[config.mk]
export PLATFORM = sky130hd
export DESIGN_NAME = decoder_scan_sequencer_flat
export DESIGN_NICKNAME = d
export VERILOG_FILES = /design/src/rtl/decoder_scan_sequencer_if.sv /design/src/rtl/decoder_scan_sequencer.sv /design/src/flat_wrapper.sv
export SDC_FILE = /design/constraint.sdc
export NUM_CORES = 1
export LEC_CHECK = 0
export ABC_CLOCK_PERIOD_IN_PS = 1900
export CAP_MARGIN = 25
export CORE_MARGIN = 2
export CORE_UTILIZATION = 30
export DETAILED_ROUTE_END_ITERATION = 7
export GPL_ROUTABILITY_DRIVEN = 1
export SETUP_SLACK_MARGIN = 0.5
export SLEW_MARGIN = 30
export SYNTH_ARGS = -nofsm -noshare
export SYNTH_HDL_FRONTEND = slang
export SYNTH_SLANG_ARGS = --single-unit
export TNS_END_PERCENT = 1
[constraint.sdc]
create_clock -name CLK -period 1.9 [get_ports CLK]
set_input_delay 0.285 -clock CLK [delete_from_list [all_inputs] [get_ports CLK]]
set_output_delay 0.285 -clock CLK [all_outputs]
set_load 0.05 [all_outputs]
[src/rtl/decoder_scan_sequencer_if.sv]
// rtl/decoder_scan_sequencer_if.sv - control and decoder-drive signals of the scan sequencer
interface decoder_scan_sequencer_if #(
  parameter int SEL_W = 1
);
  logic             START;
  logic             STOP;
  logic             MODE;
  logic             EN;
  logic [SEL_W-1:0] I;
  logic             BUSY;
  logic             WRAP;
  logic             DONE;

  modport master (
    output START, STOP, MODE,
    input  EN, I, BUSY, WRAP, DONE
  );

  modport slave (
    input  START, STOP, MODE,
    output EN, I, BUSY, WRAP, DONE
  );
endinterface

[src/rtl/decoder_scan_sequencer.sv]
// rtl/decoder_scan_sequencer.sv - steps a decoder select code with dwell and blanking gaps
module decoder_scan_sequencer #(
  parameter int SEL_W = 1,
  parameter int DWELL = 4,
  parameter int BLANK = 1
) (
  input  logic                      CLK,
  input  logic                      RSTN,
  decoder_scan_sequencer_if.slave   bus
);
  localparam int MAXT = (DWELL > BLANK) ? DWELL : BLANK;
  localparam int CW   = $clog2(MAXT + 1);
  localparam logic [SEL_W-1:0] I_MAX = '1;

  typedef enum logic [1:0] {
    ST_IDLE,
    ST_BLANK,
    ST_DWELL
  } state_t;

  state_t           state;
  logic [CW-1:0]    cnt;
  logic             mode_q;
  logic             en_q;
  logic [SEL_W-1:0] i_q;
  logic             busy_q;
  logic             wrap_q;
  logic             done_q;

  assign bus.EN   = en_q;
  assign bus.I    = i_q;
  assign bus.BUSY = busy_q;
  assign bus.WRAP = wrap_q;
  assign bus.DONE = done_q;

  always_ff @(posedge CLK) begin
    if (!RSTN) begin
      state  <= ST_IDLE;
      cnt    <= '0;
      mode_q <= 1'b0;
      en_q   <= 1'b0;
      i_q    <= '0;
      busy_q <= 1'b0;
      wrap_q <= 1'b0;
      done_q <= 1'b0;
    end else begin
      wrap_q <= 1'b0;
      done_q <= 1'b0;
      case (state)
        ST_IDLE: begin
          if (bus.START && !bus.STOP) begin
            mode_q <= bus.MODE;
            i_q    <= '0;
            busy_q <= 1'b1;
            cnt    <= '0;
            if (BLANK == 0) begin
              state <= ST_DWELL;
              en_q  <= 1'b1;
            end else begin
              state <= ST_BLANK;
              en_q  <= 1'b0;
            end
          end
        end
        ST_BLANK: begin
          if (bus.STOP) begin
            state  <= ST_IDLE;
            cnt    <= '0;
            en_q   <= 1'b0;
            i_q    <= '0;
            busy_q <= 1'b0;
          end else if (int'(cnt) == BLANK - 1) begin
            state <= ST_DWELL;
            cnt   <= '0;
            en_q  <= 1'b1;
          end else begin
            cnt <= cnt + 1'b1;
          end
        end
        ST_DWELL: begin
          // STOP wins over a dwell that happens to expire in the same cycle
          if (bus.STOP) begin
            state  <= ST_IDLE;
            cnt    <= '0;
            en_q   <= 1'b0;
            i_q    <= '0;
            busy_q <= 1'b0;
          end else if (int'(cnt) == DWELL - 1) begin
            cnt <= '0;
            if (i_q != I_MAX || !mode_q) begin
              if (i_q != I_MAX) begin
                i_q <= i_q + 1'b1;
              end else begin
                i_q    <= '0;
                wrap_q <= 1'b1;
              end
              // Without blanking the next code goes out with EN still high
              if (BLANK == 0) begin
                state <= ST_DWELL;
                en_q  <= 1'b1;
              end else begin
                state <= ST_BLANK;
                en_q  <= 1'b0;
              end
            end else begin
              state  <= ST_IDLE;
              i_q    <= '0;
              en_q   <= 1'b0;
              busy_q <= 1'b0;
              wrap_q <= 1'b1;
              done_q <= 1'b1;
            end
          end else begin
            cnt <= cnt + 1'b1;
          end
        end
        default: begin
          state  <= ST_IDLE;
          cnt    <= '0;
          en_q   <= 1'b0;
          i_q    <= '0;
          busy_q <= 1'b0;
        end
      endcase
    end
  end
endmodule

[src/flat_wrapper.sv]
// flat-port wrapper written by rule: the top's interface ports become plain ports
module decoder_scan_sequencer_flat 
#(
  parameter int SEL_W = 1,
  parameter int DWELL = 4,
  parameter int BLANK = 1
)
  (CLK, RSTN, bus_START, bus_STOP, bus_MODE, bus_EN, bus_I, bus_BUSY, bus_WRAP, bus_DONE);
  decoder_scan_sequencer_if #(.SEL_W(SEL_W)) bus_i ();
  input  logic CLK;
  input  logic RSTN;
  input wire logic [$bits(bus_i.START)-1:0] bus_START;
  input wire logic [$bits(bus_i.STOP)-1:0] bus_STOP;
  input wire logic [$bits(bus_i.MODE)-1:0] bus_MODE;
  output wire logic [$bits(bus_i.EN)-1:0] bus_EN;
  output wire logic [$bits(bus_i.I)-1:0] bus_I;
  output wire logic [$bits(bus_i.BUSY)-1:0] bus_BUSY;
  output wire logic [$bits(bus_i.WRAP)-1:0] bus_WRAP;
  output wire logic [$bits(bus_i.DONE)-1:0] bus_DONE;
  assign bus_i.START = bus_START;
  assign bus_i.STOP = bus_STOP;
  assign bus_i.MODE = bus_MODE;
  assign bus_EN = bus_i.EN;
  assign bus_I = bus_i.I;
  assign bus_BUSY = bus_i.BUSY;
  assign bus_WRAP = bus_i.WRAP;
  assign bus_DONE = bus_i.DONE;
  decoder_scan_sequencer #(.SEL_W(SEL_W), .DWELL(DWELL), .BLANK(BLANK)) u_core (.CLK(CLK), .RSTN(RSTN), .bus(bus_i));
endmodule
==> flow_metrics.env, run 1 <==
export IMPL_syn_cell_area_um2=607
export IMPL_synth_top_area_share_pct=33.0
export IMPL_clk_latency_ns=0.27
export IMPL_syn_num_nets=82
export IMPL_syn_to_final_growth_pct=27.2
export IMPL_grt_pass1_vias=475
export IMPL_gp_congestion=0.720
export IMPL_yosys_warnings=0
export IMPL_n_antenna_cell=0
export IMPL_vdd_ir_drop_worst_v=0.000476
export IMPL_drc=0
export IMPL_yosys_top_cells_area="dfxtp_1 (33%), ha_1 (16%), mux2i_1 (6.6%)"
export IMPL_setup_slack_ns=0.389
export IMPL_pin_count=10
export IMPL_yosysTopAreaCell="dfxtp_1"
export IMPL_worst_r2r_cell_count=6
export IMPL_die_area_um2=2400
export IMPL_clkTransAtPathRegs_ns=0.07
export IMPL_worstMarginPinSlew_ns=0.498
export IMPL_postRouteAntennaNets=0
export IMPL_period_needed_ns=1.51
export IMPL_worstPathArrival_ns=1.72
export IMPL_finalHoldViolCount=0
export IMPL_core_area_um2=1940
export IMPL_cts_buffers=3
export IMPL_seq_area_frac_synth_pct=33.0
export IMPL_final_setup_skew_ns=0.00502
export IMPL_drt_iter0_drc=6
export IMPL_period_share_pct=79.5
export IMPL_globalRouteTotalUtil_pct=10.6
export IMPL_setup_tns_ns=0
export IMPL_layout_drive_gt1_share_pct=13.4
export IMPL_syn_avg_cell_area_um2=8.79
export IMPL_cap_violations=0
export IMPL_yosys_register_bits=10
export IMPL_min_path_cells=2
export IMPL_drtPass1Iterations=4
export IMPL_dp_slack_ns=0.202
export IMPL_clock_sinks=10
export IMPL_cts_max_level=1
export IMPL_cp_max_fo=3
export IMPL_cp_end_kind="register"
export IMPL_syn_inst=69
export IMPL_die_x_um=49.0
export IMPL_power_density_nw_per_um2=1080
export IMPL_place_hpwl_um=881
export IMPL_placementRows=16
export IMPL_status="finished, final reports clean"
export IMPL_leakage_nw=0.377
export IMPL_synth_cell_types=26
export IMPL_cts_setup_buffers=0
export IMPL_grt_overflow=0
export IMPL_antenna_found_initial=0
export IMPL_wire_per_inst_um=10.2
export IMPL_initial_utilization_pct=31.3
export IMPL_fin_nets=96
export IMPL_criticalPathCategory="register to register"
export IMPL_grt_setup_unrepaired="yes"
export IMPL_maxSlewHeadroom_pct=66.7
export IMPL_hold_buffers=0
export IMPL_cp_start_kind="register"
export IMPL_max_freq_mhz=662
export IMPL_grt_max_degree=9
export IMPL_p_total_mw=0.832
export IMPL_grt_pass1_wl_um=1960
export IMPL_cts_tree="yes"
export IMPL_finalSetupViolCount=0
export IMPL_drt_vias_per_instance=4.56
export IMPL_die_h_um=49.0
export IMPL_required_ns=2.10
export IMPL_cts_root_buf="clkbuf_4"
export IMPL_port_buffers=9
export IMPL_hold_path_class="register to register"
export IMPL_cts_max_path_buffers=2
export IMPL_routed_via_count=497
export IMPL_drv_slew=0
export IMPL_wl_um=1110
## sequential cells by signal, indices dropped and copies added (netlist names)
signal,flops
u_core.bus.BUSY,1
u_core.bus.DONE,1
u_core.bus.I,1
u_core.bus.WRAP,1
u_core.cnt,3
u_core.mode_q,1
u_core.state,2
## placed cells by master (no fill, tap or decap), types with 2 or more instances in the layout
cell / count
ha_1: 8
mux2i_1: 4
nand3_1: 2
clkdlybuf4s50_1: 4
nand2b_1: 3
dfxtp_1: 9
inv_1: 7
nand3b_1: 2
dlygate4sd2_1: 4
nor2b_1: 2
nor2_1: 3
clkbuf_4: 3
nand2_1: 9
and2_1: 2
a21oi_1: 2
and3_1: 2
## layer usage
metal,up-vias,routed length [um],global-route usage (%)
met5,-,0,0
li1,257,-,-
met2,14,520,15.5
met4,0,0,2.86
met3,0,51,4.60
met1,226,541,14.3
## what timing repair did
action / in CTS / in global routing
resized for setup: 4 / 1
gates cloned: 0 / 0
endpoints found under the setup margin: 11 / 13
## final cells by class
type	count	area [um^2]
Clock buffer	4	36.3
Inverter	7	26.3
Tap cell	27	33.8
Sequential cell	10	204
Multi-Input combinational cell	51	377
Timing Repair Buffer	10	95.1
Fill cell	210	1170
## stage by stage
| step | instance area [um^2] | hold WS [ns] | utilization, % | cells |
|---|---|---|---|---|
| 2_1_floorplan | 611 | 0.451 | - | 69 |
| 3_3_place_gp | 738 | 0.450 | 38.0 | 105 |
| 3_5_place_dp | 738 | 0.460 | 38.0 | 105 |
| 4_1_cts | 769 | 0.467 | 39.6 | 109 |
| 5_1_grt | 772 | 0.498 | 39.8 | 109 |
| 6_report | 772 | 0.465 | 39.8 | 109 |
## final timing paths
check,startpoint,end,slack [ns]
worst max register to register,u_core.cnt[0],u_core.bus.I,0.39
worst min register to register,u_core.bus.BUSY,u_core.bus.BUSY,0.46
worst max-delay path,u_core.cnt[0],u_core.bus.I,0.39
worst min-delay path,u_core.bus.BUSY,u_core.bus.BUSY,0.46
## logic make-up (layout without fill, tap and decap cells)
kind of cell,count (synthesis),count (layout),synth area share (%)
adders and majority gates,8,8,16.5
buffers and inverters,8,21,4.95
AOI/OAI and AO/OA,8,8,9.69
DFF,10,10,33.0
and+or+nand+nor,31,31,29.3
muxes,4,4,6.60
## synth_stat cells
cell type  number
nor3_1          1
nand2_1         9
clkbuf_1        1
a21o_1          1
nor2b_2         1
nor3_2          1
a21o_2          1
ha_1            8
o31ai_1         1
and3_1          2
and2_1          2
nor2b_1         2
nand3_1         2
nand2b_1        3
o211a_1         1
a32o_1          1
inv_1           7
nand2b_2        1
nor2_1          3
dfxtp_1        10
nand3b_1        2
and4_2          1
a21oi_1         2
o21ai_0         1
or3b_1          1
mux2i_1         4
## power by group
group / internal [mW] / switching, mW / total, mW
clock: 0.116 / 0.0772 / 0.194
sequential: 0.246 / 0.0268 / 0.273
combinational: 0.137 / 0.228 / 0.365
## worst max-delay path: stages (launching register included)
cell and delay [ns]:
dfxtp_1 0.32, ha_1 0.22, ha_1 0.22, nand2b_1 0.17, a21o_2 0.23, nand2_1 0.11, mux2i_1 0.18
Note: power is estimated with default switching activity, not from simulation.
==> run 2: changes to the inputs <==
--- a/config.mk
+++ b/config.mk
@@ -5,7 +5,7 @@
 export SDC_FILE = /design/constraint.sdc
 export NUM_CORES = 1
 export LEC_CHECK = 0
-export ABC_CLOCK_PERIOD_IN_PS = 1900
+export ABC_CLOCK_PERIOD_IN_PS = 1500
 export CAP_MARGIN = 25
 export CORE_MARGIN = 2
 export CORE_UTILIZATION = 30
==> constraint.sdc (replaced) <==
create_clock -name CLK -period 1.5 [get_ports CLK]
set_input_delay 0.225 -clock CLK [delete_from_list [all_inputs] [get_ports CLK]]
set_output_delay 0.225 -clock CLK [all_outputs]
set_load 0.05 [all_outputs]
==> run 2 against run 1 <==
Via count grew 6.4%. Count of clock-buffer cells in the layout is the same. Critical path depth is the same. Sequential share of layout area shrank 3.4 points. Global-route usage grew 2.0 points. Non-clock buffer count grew 5. Core utilization grew 7.5 points. Final cell count grew 4.6%. Flip-flop and latch count is the same. Register-to-register slack lost 0.25 ns. Critical endpoint unchanged. Highest routed layer is now met4.
==> flow_metrics.env, run 2 (synthesized netlist as in run 1, its figures left out) <==
export IMPL_switching_share_pct=40.9
export IMPL_die_area_um2=2400
export IMPL_antenna_found_initial=0
export IMPL_grt_setup_unrepaired="yes"
export IMPL_period_share_pct=90.6
export IMPL_placementRows=16
export IMPL_cts_buffers=3
export IMPL_min_path_cells=2
export IMPL_leakage_nw=0.396
export IMPL_cts_max_level=1
export IMPL_die_h_um=49.0
export IMPL_wl_um=1290
export IMPL_switching_power_mw=0.501
export IMPL_final_setup_skew_ns=0.00260
export IMPL_finalSetupViolCount=0
export IMPL_top_regs="u_core.cnt (3), u_core.state (2)"
export IMPL_wire_per_inst_um=11.3
export IMPL_combPwrFrac_pct=54.9
export IMPL_place_hpwl_um=957
export IMPL_internal_power_mw=0.726
export IMPL_cp_max_fo=3
export IMPL_largest_register_ffs=3
export IMPL_grt_pass1_vias=532
export IMPL_regArea_um2=211
export IMPL_grt_max_degree=8
export IMPL_cts_root_buf="clkbuf_4"
export IMPL_globalRouteTotalUtil_pct=12.6
export IMPL_fin_nets=101
export IMPL_hold_path_class="register to register"
export IMPL_p_total_mw=1.23
export IMPL_core_area_um2=1940
export IMPL_cp_end_kind="register"
export IMPL_maxSlewHeadroom_pct=75.9
export IMPL_port_buffers=9
export IMPL_max_flop_register="u_core.cnt"
export IMPL_status="finished, final reports clean"
export IMPL_hold_path_endpoint="u_core.bus.BUSY"
export IMPL_cp_common_cell="ha_4"
export IMPL_p_clk_share_pct=16.6
export IMPL_grt_pass1_wl_um=2280
export IMPL_period_needed_ns=1.36
export IMPL_syn_to_final_growth_pct=51.3
export IMPL_gp_congestion=0.791
export IMPL_pin_count=10
export IMPL_worstMarginPinSlew_ns=0.361
export IMPL_fin_cells=114
export IMPL_r2r_slack_ns=0.14
export IMPL_drc=0
export IMPL_cts_max_path_buffers=2
export IMPL_worst_r2r_cell_count=6
export IMPL_drv_slew=0
export IMPL_initial_utilization_pct=31.3
export IMPL_multi_input_area_um2=474
export IMPL_routed_via_count=529
export IMPL_vdd_ir_drop_worst_v=0.000702
export IMPL_path_cells="ha_4 > ha_4 > nand2b_4 > a21o_4 > nand2_4 > mux2i_1"
export IMPL_layout_drive_gt1_share_pct=41.4
export IMPL_final_cell_mix="buf_4 (9), nand2_1 (8), inv_1 (5), dfxtp_1 (5)"
export IMPL_num_fill_cells=183
export IMPL_grt_overflow=0
export IMPL_clkTransAtPathRegs_ns=0.07
export IMPL_n_antenna_cell=0
export IMPL_critPathSlowestCell="dfxtp_4"
export IMPL_required_ns=1.70
export IMPL_worstPathArrival_ns=1.56
export IMPL_cap_violations=0
export IMPL_clock_sinks=10
export IMPL_dp_cells=108
export IMPL_drtPass1Iterations=4
export IMPL_rr_endpoint="u_core.bus.I"
export IMPL_cp_start_kind="register"
export IMPL_pwr_share_seq_pct=28.6
export IMPL_postRouteAntennaNets=0
export IMPL_cpPeakStageDelay_ns=0.36
export IMPL_max_freq_mhz=736
export IMPL_clk_latency_ns=0.27
export IMPL_finalHoldViolCount=0
export IMPL_die_x_um=49.0
export IMPL_power_density_nw_per_um2=1340
export IMPL_drt_iter0_drc=8
export IMPL_r2r_start="u_core.cnt[1]"
export IMPL_final_common_cell="buf_4"
export IMPL_cts_tree="yes"
export IMPL_criticalPathCategory="register to register"
export IMPL_hold_start="u_core.bus.BUSY"
export IMPL_drt_vias_per_instance=4.64
==> run 2: per-layer routing <==
metal  global-route usage, %  vias to the layer above  routed length (um)
met1                    14.5                      245                 579
li1                        -                      268                   -
met2                    21.5                       11                 628
met4                    8.57                        0                  38
met3                    1.84                        5                  39
met5                       0                        -                   0
==> run 2: per-stage QoR <==
step / util, % / TNS, ns / setup slack, ns / area [um^2] / hold slack, ns
after detailed placement: 41.5 / -0.492 / -0.144 / 806 / 0.454
after global routing: 47.3 / 0 / 0.0674 / 918 / 0.511
after floorplan: - / 0 / 0.141 / 643 / 0.391
final: 47.3 / 0 / 0.140 / 918 / 0.475
after CTS: 45.6 / 0 / 0.161 / 885 / 0.474
after global placement: 41.5 / -0.354 / -0.105 / 806 / 0.451
==> run 2: repair_timing <==
item                                    in CTS  in global routing
endpoints found under the setup margin      14                 15
resized for setup                           13                  6
setup buffers                                1                  1
pin swaps                                    8                  3
hold buffers                                 0                  0
==> run 2: critical path: cells and delay by family (launching register included) <==
family | cells | cell delay [ns]
and+or+nand+nor | 2 | 0.21
adders and majority gates | 2 | 0.31
DFF | 1 | 0.36
AOI/OAI and AO/OA | 1 | 0.22
muxes | 1 | 0.17
==> run 2: area by class of cell <==
class | instances | area share (%)
Clock buffer | 4 | 2.86
Inverter | 7 | 2.86
Sequential cell | 10 | 23.0
Timing Repair Buffer | 15 | 15.9
Tap cell | 27 | 3.68
Multi-Input combinational cell | 51 | 51.6
==> run 2: how the worst max path moves through the flow <==
stage / depth (start not counted) / end / slack [ns] / start
after floorplan: 5 / u_core.state[0] / 0.14 / u_core.state[1]
after global placement: 5 / u_core.cnt[0] / -0.11 / bus_STOP
after detailed placement: 5 / u_core.state[0] / -0.14 / bus_STOP
after CTS: 6 / u_core.cnt[2] / 0.16 / u_core.cnt[1]
after global routing: 6 / u_core.bus.I / 0.07 / u_core.cnt[1]
final: 6 / u_core.bus.I / 0.14 / u_core.cnt[1]
==> run 2: power by group through the flow <==
stage                     sequential [mW]  combinational, mW  clock (mW)
after global routing                0.355              0.733       0.216
after floorplan                     0.434              0.318           0
final                               0.351              0.673       0.203
after CTS                           0.354              0.653       0.204
after global placement              0.362              0.576           0
after detailed placement            0.365              0.586           0
